[config.mk]
export PLATFORM = sky130hd
export DESIGN_NAME = opamp_sar_adc_ctrl
export DESIGN_NICKNAME = d
export VERILOG_FILES = /design/src/rtl/opamp_sar_adc_ctrl_pkg.sv /design/src/rtl/sar_result_buffer.sv /design/src/rtl/opamp_sar_adc_ctrl.sv
export SDC_FILE = /design/constraint.sdc
export NUM_CORES = 1
export LEC_CHECK = 0
export ABC_AREA = 1
export CAP_MARGIN = 25
export CELL_PAD_IN_SITES_DETAIL_PLACEMENT = 0
export CELL_PAD_IN_SITES_GLOBAL_PLACEMENT = 1
export CORE_MARGIN = 5
export CORE_UTILIZATION = 40
export DETAILED_ROUTE_END_ITERATION = 8
export GPL_ROUTABILITY_DRIVEN = 0
export PLACE_DENSITY = 0.83
export SETUP_SLACK_MARGIN = 0.2
export SLEW_MARGIN = 20
export SYNTH_ARGS = -nofsm -noshare
export SYNTH_HDL_FRONTEND = slang
export SYNTH_SLANG_ARGS = --single-unit
[constraint.sdc]
create_clock -name clk -period 2.3 [get_ports clk]
set_clock_uncertainty 0.2 [all_clocks]
set_input_delay 0.575 -clock clk [delete_from_list [all_inputs] [get_ports clk]]
set_output_delay 0.575 -clock clk [all_outputs]
set_load 0.05 [all_outputs]
[src/rtl/opamp_sar_adc_ctrl_pkg.sv]
// Shared types and helpers for the opamp gain-stage SAR ADC controller.
package opamp_adc_pkg;

    localparam int DEFAULT_WIDTH = 8;

    typedef enum logic [1:0] {
        IDLE   = 2'd0,
        SAMPLE = 2'd1,
        SETTLE = 2'd2,
        DECIDE = 2'd3
    } adc_state_e;

    // Width of a down-counter that must hold the larger of the two phase lengths.
    function automatic int cnt_width(input int sample_cycles, input int settle_cycles);
        int max_v;
        int w;
        max_v = (sample_cycles > settle_cycles) ? sample_cycles : settle_cycles;
        w     = $clog2(max_v + 1);
        return (w < 1) ? 1 : w;
    endfunction

endpackage

[src/rtl/sar_result_buffer.sv]
// One-entry valid/ready holding register for finished conversion codes.
// A load into an occupied, unaccepted entry replaces it and flags an overrun.
module sar_result_buffer #(
    parameter int WIDTH = 8
) (
    input  logic             clk,
    input  logic             rst_n,
    input  logic             load_i,
    input  logic [WIDTH-1:0] data_i,
    input  logic             ready_i,
    output logic [WIDTH-1:0] data_o,
    output logic             valid_o,
    output logic             overrun_o
);

    logic [WIDTH-1:0] data_r;
    logic [WIDTH-1:0] data_s;
    logic             valid_r;
    logic             valid_s;
    logic             overrun_r;
    logic             overrun_s;

    // Next-state: a load always wins; otherwise a handshake empties the entry.
    always_comb begin
        data_s    = data_r;
        valid_s   = valid_r;
        overrun_s = 1'b0;
        if (load_i) begin
            data_s    = data_i;
            valid_s   = 1'b1;
            overrun_s = valid_r && !ready_i;
        end else if (valid_r && ready_i) begin
            valid_s = 1'b0;
        end else begin
            valid_s = valid_r;
        end
    end

    // Entry, valid flag and overrun pulse registers.
    always_ff @(posedge clk or negedge rst_n) begin
        if (!rst_n) begin
            data_r    <= {WIDTH{1'b0}};
            valid_r   <= 1'b0;
            overrun_r <= 1'b0;
        end else begin
            data_r    <= data_s;
            valid_r   <= valid_s;
            overrun_r <= overrun_s;
        end
    end

    assign data_o    = data_r;
    assign valid_o   = valid_r;
    assign overrun_o = overrun_r;

endmodule

[src/rtl/opamp_sar_adc_ctrl.sv]
// Successive-approximation controller for the opamp gain-stage output node.
// Tracks the node, then binary-searches the reference DAC one bit at a time
// using the comparator decision, and hands the code to a one-entry buffer.
module opamp_sar_adc_ctrl
    import opamp_adc_pkg::*;
#(
    parameter int WIDTH         = DEFAULT_WIDTH,
    parameter int SAMPLE_CYCLES = 4,
    parameter int SETTLE_CYCLES = 1
) (
    input  logic             clk,
    input  logic             rst_n,
    input  logic             start_i,
    input  logic             comp_i,
    output logic             sample_o,
    output logic [WIDTH-1:0] dac_code_o,
    output logic             busy_o,
    output logic [WIDTH-1:0] result_o,
    output logic             valid_o,
    input  logic             ready_i,
    output logic             overrun_o
);

    localparam int CW = cnt_width(SAMPLE_CYCLES, SETTLE_CYCLES);
    localparam int BW = $clog2(WIDTH);

    localparam logic [CW-1:0]    CNT_ZERO    = {CW{1'b0}};
    localparam logic [CW-1:0]    CNT_ONE     = CW'(1'b1);
    localparam logic [CW-1:0]    SAMPLE_LOAD = CW'(SAMPLE_CYCLES - 1);
    localparam logic [CW-1:0]    SETTLE_LOAD = (SETTLE_CYCLES > 0) ? CW'(SETTLE_CYCLES - 1) : {CW{1'b0}};
    localparam logic [BW-1:0]    BIT_ZERO    = {BW{1'b0}};
    localparam logic [BW-1:0]    BIT_ONE     = BW'(1'b1);
    localparam logic [BW-1:0]    MSB_IDX     = BW'(WIDTH - 1);
    localparam logic [WIDTH-1:0] CODE_ZERO   = {WIDTH{1'b0}};
    localparam logic [WIDTH-1:0] CODE_ONE    = WIDTH'(1'b1);
    localparam logic [WIDTH-1:0] CODE_MSB    = {1'b1, {(WIDTH-1){1'b0}}};
    // With no settle time each bit goes straight to its decision cycle.
    localparam adc_state_e       BIT_STATE   = (SETTLE_CYCLES > 0) ? SETTLE : DECIDE;

    adc_state_e       state_r;
    adc_state_e       state_s;
    logic [CW-1:0]    cnt_r;
    logic [CW-1:0]    cnt_s;
    logic [BW-1:0]    bit_r;
    logic [BW-1:0]    bit_s;
    logic [BW-1:0]    next_bit_s;
    logic [WIDTH-1:0] code_r;
    logic [WIDTH-1:0] code_s;
    logic [WIDTH-1:0] decided_s;
    logic [WIDTH-1:0] dac_r;
    logic [WIDTH-1:0] dac_s;
    logic             sample_r;
    logic             sample_s;
    logic             busy_r;
    logic             busy_s;
    logic             load_r;
    logic             load_s;

    // FSM next-state and registered-output next values.
    always_comb begin
        state_s    = state_r;
        cnt_s      = cnt_r;
        bit_s      = bit_r;
        code_s     = code_r;
        dac_s      = dac_r;
        sample_s   = sample_r;
        load_s     = 1'b0;
        next_bit_s = bit_r - BIT_ONE;
        // Comparator high means the held input sits above the trial level: keep the bit.
        if (comp_i) begin
            decided_s = dac_r;
        end else begin
            decided_s = dac_r & ~(CODE_ONE << bit_r);
        end
        // Busy spans acceptance until the finished code lands in the buffer.
        if (load_r) begin
            busy_s = 1'b0;
        end else begin
            busy_s = busy_r;
        end

        case (state_r)
            IDLE: begin
                if (start_i && !busy_r) begin
                    state_s  = SAMPLE;
                    cnt_s    = SAMPLE_LOAD;
                    bit_s    = MSB_IDX;
                    code_s   = CODE_ZERO;
                    dac_s    = CODE_ZERO;
                    sample_s = 1'b1;
                    busy_s   = 1'b1;
                end else begin
                    state_s = IDLE;
                end
            end
            SAMPLE: begin
                if (cnt_r == CNT_ZERO) begin
                    state_s  = BIT_STATE;
                    cnt_s    = SETTLE_LOAD;
                    bit_s    = MSB_IDX;
                    dac_s    = CODE_MSB;
                    sample_s = 1'b0;
                end else begin
                    cnt_s = cnt_r - CNT_ONE;
                end
            end
            SETTLE: begin
                if (cnt_r == CNT_ZERO) begin
                    state_s = DECIDE;
                end else begin
                    cnt_s = cnt_r - CNT_ONE;
                end
            end
            DECIDE: begin
                code_s = decided_s;
                if (bit_r == BIT_ZERO) begin
                    state_s = IDLE;
                    dac_s   = CODE_ZERO;
                    load_s  = 1'b1;
                end else begin
                    state_s = BIT_STATE;
                    cnt_s   = SETTLE_LOAD;
                    bit_s   = next_bit_s;
                    dac_s   = decided_s | (CODE_ONE << next_bit_s);
                end
            end
            default: begin
                state_s  = IDLE;
                dac_s    = CODE_ZERO;
                sample_s = 1'b0;
                busy_s   = 1'b0;
            end
        endcase
    end

    // State, counters, code and output registers; reset aborts any conversion.
    always_ff @(posedge clk or negedge rst_n) begin
        if (!rst_n) begin
            state_r  <= IDLE;
            cnt_r    <= CNT_ZERO;
            bit_r    <= MSB_IDX;
            code_r   <= CODE_ZERO;
            dac_r    <= CODE_ZERO;
            sample_r <= 1'b0;
            busy_r   <= 1'b0;
            load_r   <= 1'b0;
        end else begin
            state_r  <= state_s;
            cnt_r    <= cnt_s;
            bit_r    <= bit_s;
            code_r   <= code_s;
            dac_r    <= dac_s;
            sample_r <= sample_s;
            busy_r   <= busy_s;
            load_r   <= load_s;
        end
    end

    sar_result_buffer #(
        .WIDTH (WIDTH)
    ) u_result_buffer (
        .clk       (clk),
        .rst_n     (rst_n),
        .load_i    (load_r),
        .data_i    (code_r),
        .ready_i   (ready_i),
        .data_o    (result_o),
        .valid_o   (valid_o),
        .overrun_o (overrun_o)
    );

    assign sample_o   = sample_r;
    assign dac_code_o = dac_r;
    assign busy_o     = busy_r;

endmodule

==> run summary <==
- finished clean — run status
- yes — TritonCTS clock tree
- primary input to asynchronous set/reset pin — HP Class
- 515.0 MHz — Fmax achieved
- 0.29 ns — clock latency on the worst-skew pair
- 1464 mW/mm² — power density cells
- 1.208 nW — leak pwr
- 41.47% — Initial Util
- 420 — Layout fillers
- 3586 µm — final wirelength
- register — launching element type of the critical path
- 0.005958 mm² — die footprint
- 32.6% — Reg power frac
- sky130_fd_sc_hd__dlygate4sd2_1 — slowest stage cell, crit path
- 25 — # IOs
- 0 — count of warnings emitted by yosys
- sky130_fd_sc_hd__clkbuf_8 — Root Driver
- 2 — H-tree lvl count
- 45.25% — net switching share of the total power
- 0.2793 ns — post-placement worst setup slack
- 1.467 mW — switching pwr
- 224 — post-synthesis instance total
- 269 — number of nets in the layout
- 2696 µm — placed wire-length estimate after detailed placement
- 37 — flip-flop and latch count after synthesis
- 0 — number of failing hold endpoints at the final stage
- 74 — DRC marker count from the first detailed-route iteration
- 77.19 µm — Chip Height
- no — setup repair after global routing missed its margin
- 0.004354 mm² — core footprint
- 37 — Clock Sink Count
- 1.775 mW — Internal Power
- 11.64 µm — per-cell routed wire length
- 0.3581 ns — final setup slack of the worst path
- 0 — initial antenna violation count
- 1.52 ns — data required time at the worst endpoint
- 4.698 — via count normalized by instance count
- 51.49% — proportion of synthesized chip area in sequential cells
- buffers and inverters — gate family responsible for the most delay along the worst path
- 0.001805 mm² — Synth Cell Area
- 67.69% — Worst slew margin
- 0 — # diodes
- 46.7% — power share of the combinational group
- 0.4866 ns — slew at the pin closest to its max-slew limit
- 77.19 µm — width of the chip
- 238 — synthesized netlist net count
- 0 — count of final max-slew check failures
- 0 — final count of negative-setup-slack endpoints
- 20 — count of unique library cells instantiated by Yosys
- register to output pin — category of the most critical setup path
- 0.08 ns — clock slew at reported path FFs
- 8.060 µm² — Avg Cell Area, Syn
- 0 — DRC violation count after routing
- 24 — count of input and output buffers
- 1 — buffers and inverters on the worst path
- 38 — largest net degree at the start of global routing
- 20.7% — part of the power in the clock network
- 84.43% — Final Cycle Share
- 0 — antenna-violating nets left
- 1.17 ns — critical path data arrival time
- 1.942 ns — crit path time final
- 22.59% — layout overhead on the synthesized area
- 1447 — number of vias in the routed layout
- 0 — overflow left after global routing
- 0.53 ns — peak per-stage delay on the critical path
- 3.241 mW — Final Power
- output pin — category of the worst setup path capture point
- 13.48% — Total Routing Usage GR
- 1429 — via count of the first global-routing pass
- 13.67% — share of final-layout standard cells stronger than drive strength 1
- 24 — Row Count
- 0 — number of max-cap violations
- 481.5 µV — peak ir drop on the vdd network
- dlygate4sd2_1 — critical path, cell by cell
- 0 ns — Total Negative Setup Slacks
- 2 — CP max FO
- 6458 µm — first-pass GRT wire length
- 5 — number of buffers inserted during clock tree synthesis
- 4 — DR pass1 iterations
- 2 — maximum clock insertion buffer count
per-stage QoR:
step	hold slack (ns)	cell area (µm²)	instances	utilization, %
global route	0.1557	2213	308	50.83
floorplan	0.07941	1805	224	-
finish	0.1203	2213	308	50.83
CTS	0.1276	2213	308	50.83
detailed placement	0.2596	2090	300	47.99
global placement	0.2526	2090	300	47.99
power by group through the flow:
| stage | Combinational (mW) | Sequential [mW] | Clock, mW |
|---|---|---|---|
| after floorplan | 0.762 | 1.43 | 0 |
| after global placement | 1.56 | 1.06 | 0 |
| after detailed placement | 1.57 | 1.07 | 0 |
| after CTS | 1.53 | 1.06 | 0.695 |
| after global routing | 1.69 | 1.09 | 0.726 |
| final | 1.51 | 1.06 | 0.671 |
what timing repair did:
| item | 4_1_cts | 5_1_grt |
|---|---|---|
| resized for setup | 11 | 0 |
| buffers inserted | 0 | 0 |
| setup endpoints to repair | 11 | 0 |
| hold buffers | 0 | 0 |
| endpoints found under the hold margin | 0 | 0 |
final cells by class:
type | count | area [µm²] | share of cell area (%)
Inverter | 25 | 93.84 | 4.240
Clock buffer | 5 | 68.82 | 3.109
Multi-Input combinational cell | 160 | 773.2 | 34.94
Tap cell | 52 | 65.06 | 2.940
Sequential cell | 37 | 929.6 | 42.00
Timing Repair Buffer | 26 | 214.0 | 9.666
Clock inverter | 3 | 68.82 | 3.109
layout by cell type, fill, tap and decap left out, types with 4 or more instances in the layout:
cell type                        n
sky130_fd_sc_hd__nor2_1          7
sky130_fd_sc_hd__inv_1          23
sky130_fd_sc_hd__nor2_2          4
sky130_fd_sc_hd__dlygate4sd2_1  11
sky130_fd_sc_hd__buf_4          11
sky130_fd_sc_hd__clkbuf_8        5
sky130_fd_sc_hd__ha_1            9
sky130_fd_sc_hd__dfrtp_1        34
sky130_fd_sc_hd__nand3_1        23
sky130_fd_sc_hd__o21ai_0        13
sky130_fd_sc_hd__nand2_1        92
metal layers:
metal,routed length (µm),share of wire (%),GRT usage [%]
met1,1820,51,17.30
met2,1512,42,21.04
met3,193,5.4,4.333
met4,59,1.6,5.155
met5,0,0,0
registers in the layout, summed over array words and instances (netlist names):
signal	count
u_result_buffer.overrun_o	1
u_result_buffer.valid_o	1
code_r	8
state_r	2
u_result_buffer.data_o	8
cnt_r	3
busy_o	1
load_r	1
dac_code_o	8
bit_r	3
sample_o	1
cell families (layout without fill, tap and decap cells):
group / Yosys count / count (layout) / synth area share, %
compound gates: 19 / 19 / 5.752
fa+ha+maj: 9 / 9 / 6.237
buf+inv: 27 / 59 / 5.682
flops: 37 / 37 / 51.49
simple gates: 132 / 132 / 30.84
path summary, 6_finish.rpt:
kind | cells past startpoint | to | start | slack (ns)
worst max register to register | 8 | dac_code_o[5] | bit_r[0] | 0.43
worst max-delay path | 1 | result_o[3] | u_result_buffer.data_o[3] | 0.36
min in group clk | 2 | u_result_buffer.data_o[1] | u_result_buffer.data_o[1] | 0.27
worst min-delay path | 2 | u_result_buffer.data_o[0] | rst_n | 0.12
max in group asynchronous | 2 | bit_r[0] | rst_n | 1.43
worst min register to register | 2 | u_result_buffer.data_o[1] | u_result_buffer.data_o[1] | 0.27
synth_stat cells:
cell	n	area, µm²
sky130_fd_sc_hd__a21oi_1	2	10.01
sky130_fd_sc_hd__o21ai_0	13	65.06
sky130_fd_sc_hd__o22ai_1	2	12.51
sky130_fd_sc_hd__nor2_1	7	26.28
sky130_fd_sc_hd__dfrtp_1	34	850.8
sky130_fd_sc_hd__nor2_4	1	11.26
sky130_fd_sc_hd__nor3_1	1	5.000
sky130_fd_sc_hd__inv_1	23	86.33
sky130_fd_sc_hd__nand3_2	1	10.01
sky130_fd_sc_hd__ha_1	9	112.6
sky130_fd_sc_hd__nand2_2	3	18.77
sky130_fd_sc_hd__clkbuf_1	1	3.750
sky130_fd_sc_hd__dfstp_2	3	78.83
sky130_fd_sc_hd__o21bai_1	1	7.510
sky130_fd_sc_hd__o21ai_2	1	8.760
sky130_fd_sc_hd__nand2_1	92	345.3
sky130_fd_sc_hd__buf_2	1	5.000
sky130_fd_sc_hd__nor2_2	4	25.02
sky130_fd_sc_hd__nand3_1	23	115.1
sky130_fd_sc_hd__inv_2	2	7.510
Note: power is estimated with default switching activity, not from simulation.
